$ cat config.mk
export PLATFORM = sky130hd
export DESIGN_NAME = rwave_fifo_ctrl
export DESIGN_NICKNAME = d
export VERILOG_FILES = /design/src/rtl/rwave_fifo_ctrl.sv
export SDC_FILE = /design/constraint.sdc
export NUM_CORES = 1
export LEC_CHECK = 0
export ABC_CLOCK_PERIOD_IN_PS = 2340
export CAP_MARGIN = 20
export CORE_MARGIN = 4
export CORE_UTILIZATION = 30
export CTS_CLUSTER_SIZE = 20
export DETAILED_ROUTE_END_ITERATION = 12
export SYNTH_ARGS = -nofsm -noshare
export SYNTH_HDL_FRONTEND = slang
export SYNTH_SLANG_ARGS = --single-unit
$ cat constraint.sdc
create_clock -name clk -period 2.34 [get_ports clk]
set_input_delay 0.234 -clock clk [delete_from_list [all_inputs] [get_ports clk]]
set_output_delay 0.234 -clock clk [all_outputs]
set_load 0.005 [all_outputs]
$ cat src/rtl/rwave_fifo_ctrl.sv
// rwave_fifo_ctrl: sequencer for the 8-bank R-wave sample FIFO datapath.
// Owns the row write/read pointers and occupancy, arbitrates the shared
// row address between the row writer and the sample reader, keeps the read
// enable asserted across back-to-back row bursts and flags valid samples.
//
// Optional feature macro: RWAVE_FIFO_CTRL_WR_PRIO_EN
//   defined   : a pending write breaks a read burst at the next row boundary
//   undefined : a read burst runs until rd_req drops or the FIFO empties
module rwave_fifo_ctrl #(
    parameter int NUM_OF_MEM     = 8,
    parameter int MEM_DEPTH      = 128,
    parameter int LOG2_MEM_DEPTH = 7
) (
    input  logic                      clk,
    input  logic                      reset_n,
    input  logic                      clr,
    input  logic                      wr_req,
    output logic                      wr_ack,
    input  logic                      rd_req,
    output logic [LOG2_MEM_DEPTH-1:0] fifo_addr,
    output logic                      fifo_w_en,
    output logic                      fifo_r_en,
    input  logic                      fifo_r_inc,
    output logic                      sample_valid,
    output logic [LOG2_MEM_DEPTH:0]   count,
    output logic                      full,
    output logic                      empty,
    output logic                      busy
);

    localparam int                        BEAT_W    = (NUM_OF_MEM > 1) ? $clog2(NUM_OF_MEM) : 1;
    localparam logic [BEAT_W-1:0]         BEAT_LAST = BEAT_W'(NUM_OF_MEM - 1);
    localparam logic [LOG2_MEM_DEPTH:0]   DEPTH_CNT = (LOG2_MEM_DEPTH + 1)'(MEM_DEPTH);
    localparam logic [LOG2_MEM_DEPTH-1:0] PTR_LAST  = LOG2_MEM_DEPTH'(MEM_DEPTH - 1);

`ifdef RWAVE_FIFO_CTRL_WR_PRIO_EN
    localparam bit WR_PRIO = 1'b1;
`else
    localparam bit WR_PRIO = 1'b0;
`endif

    typedef enum logic [1:0] {
        IDLE  = 2'd0,
        WRITE = 2'd1,
        READ  = 2'd2,
        DRAIN = 2'd3
    } state_t;

    state_t                    state;
    logic [LOG2_MEM_DEPTH-1:0] wr_ptr;
    logic [LOG2_MEM_DEPTH-1:0] rd_ptr;
    logic [BEAT_W-1:0]         beat;
    logic [LOG2_MEM_DEPTH:0]   count_dec;
    logic                      row_end;
    logic                      more_rows;

    // Row pointer increment with explicit wrap so non-power-of-two depths work.
    function automatic logic [LOG2_MEM_DEPTH-1:0] next_ptr(input logic [LOG2_MEM_DEPTH-1:0] p);
        return (p == PTR_LAST) ? '0 : p + 1'b1;
    endfunction

    // A row ends on the datapath's last-bank pulse; the beat counter is a
    // backstop so a lost r_inc cannot leave the read enable stuck high.
    assign row_end   = (state == READ) && (fifo_r_inc || (beat == BEAT_LAST));
    assign count_dec = count - 1'b1;
    assign more_rows = rd_req && (count_dec != '0) && !(WR_PRIO && wr_req);

    assign full  = (count == DEPTH_CNT);
    assign empty = (count == '0);
    assign busy  = (state != IDLE);

    // Sequencer: state, pointers, occupancy and registered datapath controls.
    always_ff @(posedge clk or negedge reset_n) begin
        if (!reset_n) begin
            state        <= IDLE;
            wr_ptr       <= '0;
            rd_ptr       <= '0;
            count        <= '0;
            beat         <= '0;
            fifo_addr    <= '0;
            fifo_w_en    <= 1'b0;
            fifo_r_en    <= 1'b0;
            wr_ack       <= 1'b0;
            sample_valid <= 1'b0;
        end else if (clr) begin
            state        <= IDLE;
            wr_ptr       <= '0;
            rd_ptr       <= '0;
            count        <= '0;
            beat         <= '0;
            fifo_addr    <= '0;
            fifo_w_en    <= 1'b0;
            fifo_r_en    <= 1'b0;
            wr_ack       <= 1'b0;
            sample_valid <= 1'b0;
        end else begin
            case (state)
                IDLE: begin
                    beat <= '0;
                    if (wr_req && !full) begin
                        state     <= WRITE;
                        fifo_w_en <= 1'b1;
                        wr_ack    <= 1'b1;
                        fifo_addr <= wr_ptr;
                    end else if (rd_req && !empty) begin
                        // First beat only launches the bank-0 read; no data yet.
                        state        <= READ;
                        fifo_r_en    <= 1'b1;
                        fifo_addr    <= rd_ptr;
                        sample_valid <= 1'b0;
                    end
                end
                WRITE: begin
                    wr_ptr    <= next_ptr(wr_ptr);
                    count     <= count + 1'b1;
                    state     <= IDLE;
                    fifo_w_en <= 1'b0;
                    wr_ack    <= 1'b0;
                    fifo_addr <= '0;
                end
                READ: begin
                    // Every later read beat (and DRAIN) returns the previous bank.
                    sample_valid <= 1'b1;
                    if (row_end) begin
                        rd_ptr    <= next_ptr(rd_ptr);
                        count     <= count_dec;
                        beat      <= '0;
                        fifo_addr <= next_ptr(rd_ptr);
                        if (!more_rows) begin
                            state <= DRAIN;
                        end
                    end else begin
                        beat <= beat + 1'b1;
                    end
                end
                DRAIN: begin
                    state        <= IDLE;
                    fifo_r_en    <= 1'b0;
                    sample_valid <= 1'b0;
                    fifo_addr    <= '0;
                end
                default: begin
                    state <= IDLE;
                end
            endcase
        end
    end

endmodule

; Word level (Yosys, flattened, before mapping)
; Cells that the tools add are included.
[totals]
ff_bits = 37
in_bits = 6
output_inout_bits = 22
[classes]
muxes = 34
eq_ne = 13
n_reduce_logical = 27
addsub = 5
[ops]
columns = cell, n
row1 = $mux 7, 10
row2 = $pmux 7 s3, 1
row3 = $mux 8, 2
row4 = $pmux 8 s2, 1
row5 = $ne 3x3->1 const B, 5
row6 = $add 7x1->7 const B, 2
row7 = $eq 7x7->1 const B, 2
row8 = $reduce_bool 3->1, 4
row9 = $mux 2, 5
row10 = $reduce_and 3->1, 3
row11 = $add 8x1->8 const B, 1
row12 = $eq 8x8->1 const B, 1
row13 = $logic_not 8->1, 1
row14 = $mux 1, 8
row15 = $reduce_and 2->1, 4
row16 = $reduce_bool 2->1, 4
row17 = $reduce_bool 8->1, 1
row18 = $sub 8x1->8 const B, 1
row19 = $mux 3, 2
row20 = $pmux 2 s3, 1
row21 = $pmux 3 s2, 1
row22 = $eq 2x2->1 const B, 2
row23 = $logic_and 1x1->1, 4
row24 = $ne 4x4->1 const B, 1
row25 = other kinds (10), 12

; Logic depth before layout (Yosys ltp)
; Gate-level depths: netlist of run 1.
[logic_depth]
word_depth = 7
depth_mapped = 9
mapped_depth_nobuf = 7

; Least setup slack after synthesis of run 1
; OpenSTA, ideal clock, no wires.
[synth_path]
path_type = register to register
startpoint = register state[0]
endpoint = register count[5]
slack_ps = 480
stages_incl_launch_ff = 8
arrival_time_ps = 1729
path_cell_list = dfrtp_1 > inv_1 > ha_1 > or3b_1 > o32a_1 > and2_0 > o21ai_0 > o31ai_1
[synth_via]
elab_chain_cells = 4
word_cells_on_any_way = 8
classes_between = eq/ne (3) / mux (2) / reduce/logical (3)
[synth_lines]
columns = item, line
row1 = start: declaration, 49  ; state_t state;
row2 = start signal: assignment, 75  ; state <= IDLE;
row3 = start signal: assignment, 86  ; state <= IDLE;
row4 = start signal: assignment, 101  ; state <= WRITE;
row5 = $eq 2x2->1, "64, 97"
row6 = $logic_and 1x1->1, 64  ; assign row_end = (state == READ) && (fifo_r_inc || (beat == BEAT_LAST));
row7 = $ne 3x3->1 (no source line), --
row8 = $reduce_and 2->1 (no source line), --
row9 = end signal: assignment, 115  ; count <= count + 1'b1;
row10 = end signal: assignment, 126  ; count <= count_dec;
row11 = end: declaration, 25  ; output logic [LOG2_MEM_DEPTH:0] count,
; Several ways; a longest one is shown, not always the timed one.
; A chain may end at the register's enable or synchronous reset.

; Worst setup path after layout of run 1
; Ends and elaborated chain as after synthesis.

==> impl_metrics.tcl, run 1 <==
set metrics [dict create \
    fill_cells 780 \
    post-route-period-util 0.911 \
    path_class "flop to flop" \
    synth_ff_type "dfrtp_1" \
    setup_viol 0 \
    cap_viol_max_count 0 \
    rr_startpoint "state[0]" \
    wl_per_cell_um 14.2 \
    crit_path_end "count[5]" \
    coreArea_um2 7730 \
    yosys_warnings 0 \
    cts_setup_buffers 0 \
    cts_buffer_depth 2 \
    drc 0 \
    cts_sinks 37 \
    grt_setup_unrepaired "false" \
    grt_pass1_vias 1973 \
    place_congestion 0.802 \
    antenna_cells 0 \
    start_kind "flop" \
    p_leak_uw 0.00121 \
    grt_pass1_wl_mm 9.69 \
    endpoint_kind "flop" \
    cp_top_family "simple AND/OR/NAND/NOR gates" \
    hp-class "input port to async pin" \
    fin_nets 306 \
    utilization 0.371 \
    required_ns 2.51 \
    grt_max_degree 38 \
    routed_via_density 5.14 \
    cp.arrival_ns 2.30 \
    grt_use_total 0.124 \
    cts_max_level 2 \
    pwr_density_cell_nw_per_um2 929 \
    portBuffers 27 \
    whs_ns 0.0480 \
    synth.distinct_cells 59 \
    fmax_mhz 469 \
    cts_resized 0 \
    finalHoldViolations 0 \
    routed-via-count 2004 \
    first_iter_violations 166 \
    r2r_cells 7 \
    fin_cells 390 \
    firstDrtPassIters 6 \
    ir_drop_v 0.000374 \
    r2r-end "count[5]" \
    p_total_uw 2670 \
    core.rowCount 32 \
    crit_slowest_cell "dfrtp_1" \
    fin_setup_tns_ns 0 \
    placed_cells 382 \
    finalClockSkew_ns 0.00532 \
    cts.clk_slew.worst_paths_ns 0.08 \
    finalWirelength_mm 5.53 \
    netlist_instances 256 \
    clkLatencyLatePin_ns 0.29 \
    path_cells "inv_1, ha_1, or3b_1, o32a_1, and2_0, o21ai_0, o31ai_1" \
    outcome "completed" \
    cts_buffers 5 \
    cp_max_fo 7 \
    syn_area_um2 2390 \
    cp.buffers_inverters 1 \
    max_slew.worst_pin.slew_ns 0.833 \
    drv_slew 0 \
    holdBufCountCts 0 \
    ios 28 \
    dieWidth_um 97.2 \
    postRouteAntennaNets 0 \
    cp_num_cells 7 \
    hpwlAfterDp_mm 4.15 \
    area_growth_pct 20.2 \
    synth_area_per_cell_um2 9.32 \
    final_layout_size_suffix_gt1_frac 0.118 \
    antenna_found_initial 0 \
    ys_seq_area_frac 0.388 \
    crit_path_start "state[0]" \
    root_buffer "clkbuf_8" \
    synth_edf_count 0 \
    cts_tree "done" \
    grt.overflow.total 0 \
    chipHeight_um 97.2 \
    slew_headroom 0.444 \
    syn_nets 275 \
    async_flop_share 1.00 \
    start_util 0.309 \
    die-area_um2 9440 \
    period_minus_slack_ns 2.13 \
    ys_seq_elements 37 \
    critPathMaxStageDelay_ns 0.43 \
    r2r_setup_slack_ns 0.21 \
]
==> metrics by stage <==
step                worst slack, ns  instance area (um2)
global placement              0.279                 2780
floorplan                     0.480                 2390
global route                 0.0415                 2870
CTS                           0.200                 2870
finish                        0.207                 2870
detailed placement            0.214                 2780
==> layout by cell type, fill, tap and decap left out, drive strengths merged, types with 6 or more instances in the layout <==
master / n
a21oi: 15
o21ai: 16
mux2: 6
ha: 13
xor2: 6
buf: 11
nand2: 20
nor3: 7
dfrtp: 37
inv: 13
nand3: 10
clkdlybuf4s50: 26
o2bb2ai: 7
o31ai: 7
nor2: 23
==> power breakdown <==
| part | internal (uW) | switching (uW) | leakage, uW | total (uW) |
|---|---|---|---|---|
| clock network | 206 | 239 | 0.0000439 | 445 |
| logic | 622 | 708 | 0.000657 | 1330 |
| registers | 746 | 145 | 0.000508 | 891 |
==> cells in the mapped netlist, types with 3 or more instances <==
library cell,count,share of area
o31ai_1,7,0.022
nor2_1,22,0.035
clkbuf_1,4,0.0063
a311oi_1,3,0.011
inv_1,12,0.019
ha_1,13,0.068
dfrtp_1,37,0.39
xnor2_1,4,0.015
a21oi_1,13,0.027
xor2_1,6,0.022
nor3_1,6,0.013
o21ai_0,15,0.031
mux2i_1,4,0.017
o2bb2ai_1,7,0.026
nor2b_1,3,0.0079
or3_1,4,0.010
and3_1,3,0.0079
nand4_1,4,0.010
nand2_1,20,0.031
nand3_1,10,0.021
buf_2,5,0.010
==> how the worst min path moves through the flow <==
| stage | startpoint | slack [ns] | end |
|---|---|---|---|
| after floorplan | reset_n | -0.06 | beat[0] |
| after CTS | reset_n | 0.08 | fifo_addr[5] |
| final | reset_n | 0.05 | fifo_addr[6] |
| after global routing | reset_n | 0.13 | fifo_addr[5] |
| after detailed placement | reset_n | 0.40 | fifo_addr[4] |
| after global placement | reset_n | 0.41 | fifo_addr[5] |
==> state kept, by name (all words and copies together), names as in the netlist <==
name          cells
fifo_w_en         1
beat              3
sample_valid      1
rd_ptr            7
fifo_r_en         1
wr_ptr            7
fifo_addr         7
count             8
state             2
==> area by class of cell <==
type                       count  area (um2)  share of cell area
multi-input combinational    193        1340               0.467
sequential                    37         926               0.323
timing repair buffer          37         340               0.119
tap                          102         128              0.0445
clock buffer                   5        68.8              0.0240
inverter                      13        48.8              0.0170
clock inverter                 3        17.5             0.00611
==> worst register-to-register path: stages (launching register included) <==
cell and delay [ns]:
dfrtp_1 0.43, inv_1 0.17, ha_1 0.29, or3b_1 0.42, o32a_1 0.32, and2_0 0.15
o21ai_0 0.14, o31ai_1 0.09
==> per-layer routing <==
layer | global-route usage | wire length [um]
met3 | 0.0266 | 228
met1 | 0.165 | 2610
met2 | 0.202 | 2610
met4 | 0.0324 | 84
met5 | 0 | 0
==> cells by family after synthesis <==
| group | after synthesis | share of synthesized area |
|---|---|---|
| AND/OR/NAND/NOR | 88 | 0.190 |
| AO/OA/AOI/OAI | 72 | 0.219 |
| flip-flops | 37 | 0.388 |
| buffers and inverters | 26 | 0.0503 |
| adder cells (fa/ha/maj) | 13 | 0.0682 |
| XOR/XNOR | 10 | 0.0367 |
| multiplexers | 10 | 0.0482 |
No activity file was read; power rests on OpenSTA's default activity.
==> inputs of run 2 (changes only) <==
ABC_CLOCK_PERIOD_IN_PS = 2550   (was 2340)
GPL_ROUTABILITY_DRIVEN = 0   (was default)
clock period = 2.55 ns   (was 2.34 ns; I/O delays follow)
==> run 2 against run 1 <==
Net effect: core utilization is essentially flat; via count shrank 2.4%; worst setup slack gained 0.10 ns; clock-buffer cell count grew 1; maximum frequency shrank 4.7%; first-iteration DRC count shrank 23%; global-route usage grew 0.070 points; clock skew grew 0.0051 ns; wire length grew 1.9%; register-to-register slack gained 0.10 ns; largest cell class unchanged; highest routed layer unchanged.
==> impl_metrics.tcl, run 2 (synthesized netlist as in run 1, its figures left out) <==
set metrics [dict create \
    fill_cells 780 \
    cts_buffer_depth 2 \
    fin_nets 306 \
    final_layout_size_suffix_gt1_frac 0.115 \
    routed-via-count 1956 \
    hpwlAfterDp_mm 4.20 \
    clkLatencyLatePin_ns 0.29 \
    cp_max_fo 12 \
    cts_setup_buffers 0 \
    period_minus_slack_ns 2.24 \
    drc 0 \
    endpoint_kind "flop" \
    chipHeight_um 97.2 \
    cts_resized 0 \
    cp.arrival_ns 2.41 \
    p_total_uw 2430 \
    slew_headroom 0.447 \
    core.rowCount 32 \
    outcome "completed" \
    portBuffers 27 \
    hp-class "input port to async pin" \
    pwr-share-clk 0.164 \
    required_ns 2.73 \
    cts_tree "done" \
    start_kind "flop" \
    post-route-period-util 0.878 \
    finalHoldViolations 0 \
    path_class "flop to flop" \
    fin_setup_tns_ns 0 \
    postRouteAntennaNets 0 \
    root_buffer "clkbuf_8" \
    die-area_um2 9440 \
    p_int_uw 1440 \
    utilization 0.371 \
    placed_area_um2 2780 \
    seqCellArea_um2 926 \
    max_slew.worst_pin.slew_ns 0.829 \
    final_cell_mix "dfrtp_1, clkdlybuf4s50_1, nor2_1, nand2_1, o21ai_0" \
    routed_via_density 5.02 \
    ir_drop_v 0.000276 \
    grt.overflow.total 0 \
    finalWirelength_mm 5.64 \
    cts_buffers 5 \
    grt_max_degree 38 \
    layout_commonest_cell "dfrtp_1" \
    setup_viol 0 \
    whs_ns 0.0651 \
    power_frac_comb 0.502 \
    finalClockSkew_ns 0.0104 \
    antenna_found_initial 0 \
    busiest_layer "met2" \
    first_iter_violations 128 \
    holdBufCountCts 0 \
    cap_viol_max_count 0 \
    use_met1 0.162 \
    drv_slew 0 \
    grt_setup_unrepaired "false" \
    p_seq_frac 0.335 \
    use_met3 0.0244 \
    firstDrtPassIters 4 \
    pwr_density_cell_nw_per_um2 849 \
    grt_pass1_vias 1959 \
    cts_sinks 37 \
    p_leak_uw 0.00121 \
    cts_max_level 2 \
    grt_pass1_wl_mm 9.61 \
    p_sw_frac 0.407 \
    final_area_um2 2870 \
    multiInputGateArea_um2 1340 \
    ios 28 \
    cts.clk_slew.worst_paths_ns 0.08 \
    fmax_mhz 447 \
    largest_reg_flops 8 \
    largest-register "count" \
    coreArea_um2 7730 \
    grt_use_total 0.124 \
    area_growth_pct 20.1 \
    start_util 0.309 \
    p_switching_uw 991 \
    wl_per_cell_um 14.5 \
    dieWidth_um 97.2 \
    use_met2 0.201 \
    antenna_cells 0 \
]
## run 2: changes by cell type in the layout (fill, tap and decap cells not counted), sizes merged
cell,delta
clkbuf,+1
clkinvlp,-1
## run 2: worst max-delay path, stage by stage, from the launching register on
cell and delay, ns:
dfrtp_1 0.42, inv_1 0.18, ha_1 0.41, or3b_1 0.43, o32a_1 0.32, and2_0 0.15, o21ai_0 0.13, o31ai_1 0.08
## run 2: layout make-up
type	instances	share of cell area
sequential	37	0.323
inverter	13	0.0170
multi-input combinational	193	0.468
clock buffer	6	0.0253
clock inverter	2	0.00349
timing repair buffer	37	0.119
tap	102	0.0445
## run 2: power by group through the flow
stage | Combinational (uW) | Sequential, uW | Clock (uW)
2_1_floorplan | 754 | 823 | 0
3_3_place_gp | 1220 | 823 | 0
3_5_place_dp | 1220 | 825 | 0
4_1_cts | 1230 | 813 | 413
5_1_grt | 1360 | 834 | 440
6_report | 1220 | 814 | 398
## run 2: through the flow
| step | instances | setup slack (ns) |
|---|---|---|
| floorplan | 256 | 0.690 |
| global placement | 382 | 0.360 |
| detailed placement | 382 | 0.309 |
| CTS | 390 | 0.316 |
| global route | 390 | 0.154 |
| finish | 390 | 0.312 |
## run 2: worst paths after layout
| path | startpoint | end | slack [ns] | cells past startpoint |
|---|---|---|---|---|
| worst min register to register | fifo_addr[2] | fifo_addr[2] | 0.49 | 1 |
| min in group clk | fifo_addr[2] | fifo_addr[2] | 0.49 | 1 |
| worst max-delay path | state[0] | count[5] | 0.31 | 7 |
| max in group asynchronous | reset_n | fifo_r_en | 1.96 | 1 |
| worst min-delay path | reset_n | fifo_addr[5] | 0.07 | 1 |
| worst max register to register | state[0] | count[5] | 0.31 | 7 |
## run 2: layer usage
layer / vias to the layer above / part of all wire
met5: - / 0
met4: 0 / 0.021
met3: 9 / 0.031
met2: 36 / 0.46
met1: 916 / 0.49
li1: 995 / -
==> edit: new RTL, config.mk and constraints of run 1 <==
Reset style: synchronous (`reset_n`), changed in one clocked block.
--- a/src/rtl/rwave_fifo_ctrl.sv
+++ b/src/rtl/rwave_fifo_ctrl.sv
@@ -71,5 +71,5 @@
 
     // Sequencer: state, pointers, occupancy and registered datapath controls.
-    always_ff @(posedge clk or negedge reset_n) begin
+    always_ff @(posedge clk) begin
         if (!reset_n) begin
             state        <= IDLE;
Function: differs if reset_n is asserted again (counterexample within 4 cycles, from zero or initial values and one cycle with reset_n low); with reset_n held inactive, the same outputs for 10 cycles.
==> edit against run 1 <==
  * Final area fell by 4.7%
  * Area after synthesis down 4.3%
  * Wire length rose by 5.9%
  * Setup slack got worse by 0.078 ns
  * Sequential cell count is the same
  * Register-to-register slack got worse by 0.02 ns
  * Largest cell class unchanged
Power is not compared: it rests on default switching activity, and its combinational part moved more than twofold at a synthesized area within 25%.
==> edit: results (changes against run 1) <==
Drt
  – Vias/cell: 5.16 (was 5.14)
  – Initial DRC Count: 104 (was 166)
  – DRT Pass-1 Iters: 4 (was 6)
  – Mean routed wirelength per cell: 14.6 um (was 14.2 um)
  – Routed vias: 2074 (was 2004)

Cells and area
  – Invs w/o clock: 8 (was 13)
  – Multi-input gates: 208 (was 193)
  – Final nets: 317 (was 306)
  – Non-clk buf share: 0.143 (was 0.119)
  – Sequential share of cell area: 0.271 (was 0.323)
  – Share of layout cells above drive strength 1: 0.106 (was 0.118)
  – Fraction of area in multi-input gates: 0.498 (was 0.467)
  – Signal buffers: 43 (was 37)
  – Clkbuf count: 7 (was 5)

Critical path
  – Reg2reg setup slack: 0.19 ns (was 0.21 ns)
  – CP max-delay cell: or4_4 (was dfrtp_1)
  – CP max stage delay: 0.60 ns (was 0.43 ns)
  – Arrival time worst endpoint: 1.98 ns (was 2.30 ns)
  – Setup crit end: empty (was count[5]$_DFFE_PN0P_)
  – Reg2Reg Depth: 6 (was 7)
  – Critical Path Fanout Max: 8 (was 7)

Yosys
  – Synth top area share: 0.324 (was 0.388)
  – Complex-gate fraction of the synthesized area: 0.210 (was 0.219)
  – Mux contribution to synthesized area: 0.0225 (was 0.0482)
  – Post-synth cell types: 60 (was 59)
  – Register area share after synthesis: 0.324 (was 0.388)
  – Synth cell count leaders: nor2_1, dfxtp_1, nand2_1 (was dfrtp_1, nor2_1, nand2_1)
  – Synth Area in XOR/XNOR: 0.0767 (was 0.0367)
  – Post-Synth Adder-Cell Area: 0.0438 (was 0.0682)
  – Syn nets: 293 (was 275)
  – Post-Syn Instances: 279 (was 256)
  – Post-synth ARST share: 0 (was 1.00)

Global routing
  – Largest net degree at the start of global routing: 28 (was 38)
  – Vias in the first global route: 1928 (was 1973)
  – Tot GR Track Use: 0.136 (was 0.124)
  – First-pass GRT wire length: 9740 um (was 9690 um)

Run status
  – Outcome: finished clean (unchanged)

Placed design
  – Post-DP HPWL: 4430 um (was 4150 um)
  – Gpl congestion: 0.843 (was 0.802)

Timing
  – Slew @ Worst Pin: 0.687 ns (was 0.833 ns)
  – Hold slack: 0.461 ns (was 0.0480 ns)
  – Clock skew: 0.00717 ns (was 0.00532 ns)

CTS
  – # resized after CTS: 0 (unchanged)
  – Post-CTS setup buffer count: 0 (unchanged)

Hold path
  – Worst hold path type: flip-flop to flip-flop (was input pin to async pin)
-- edit: changes by cell type after synthesis, sizes merged, moves of 4 or more --
cell | run 1 | this run
clkbuf | 5 | 15
inv | 13 | 8
nor2 | 23 | 38
dfxtp | 0 | 37
ha | 13 | 8
o2bb2ai | 7 | 0
dfrtp | 37 | 0
xor2 | 6 | 11
xnor2 | 4 | 9
mux2 | 6 | 1
nor4 | 1 | 5
-- edit: metrics by stage --
step	util	instance area [um^2]	total power, mW
detailed placement	0.359	2630	0.815
CTS	0.371	2720	1.27
floorplan	-	2280	0.764
finish	0.373	2730	1.25
global route	0.373	2730	1.31
global placement	0.359	2630	0.814
-- edit: per-layer routing --
metal / routed length (um) / share of wire / up-vias / track usage
met3: 332 / 0.057 / 7 / 0.0221
met2: 2730 / 0.47 / 53 / 0.216
li1: - / - / 1041 / -
met4: 87 / 0.015 / 0 / 0.0481
met5: 0 / 0 / - / 0
met1: 2710 / 0.46 / 973 / 0.187
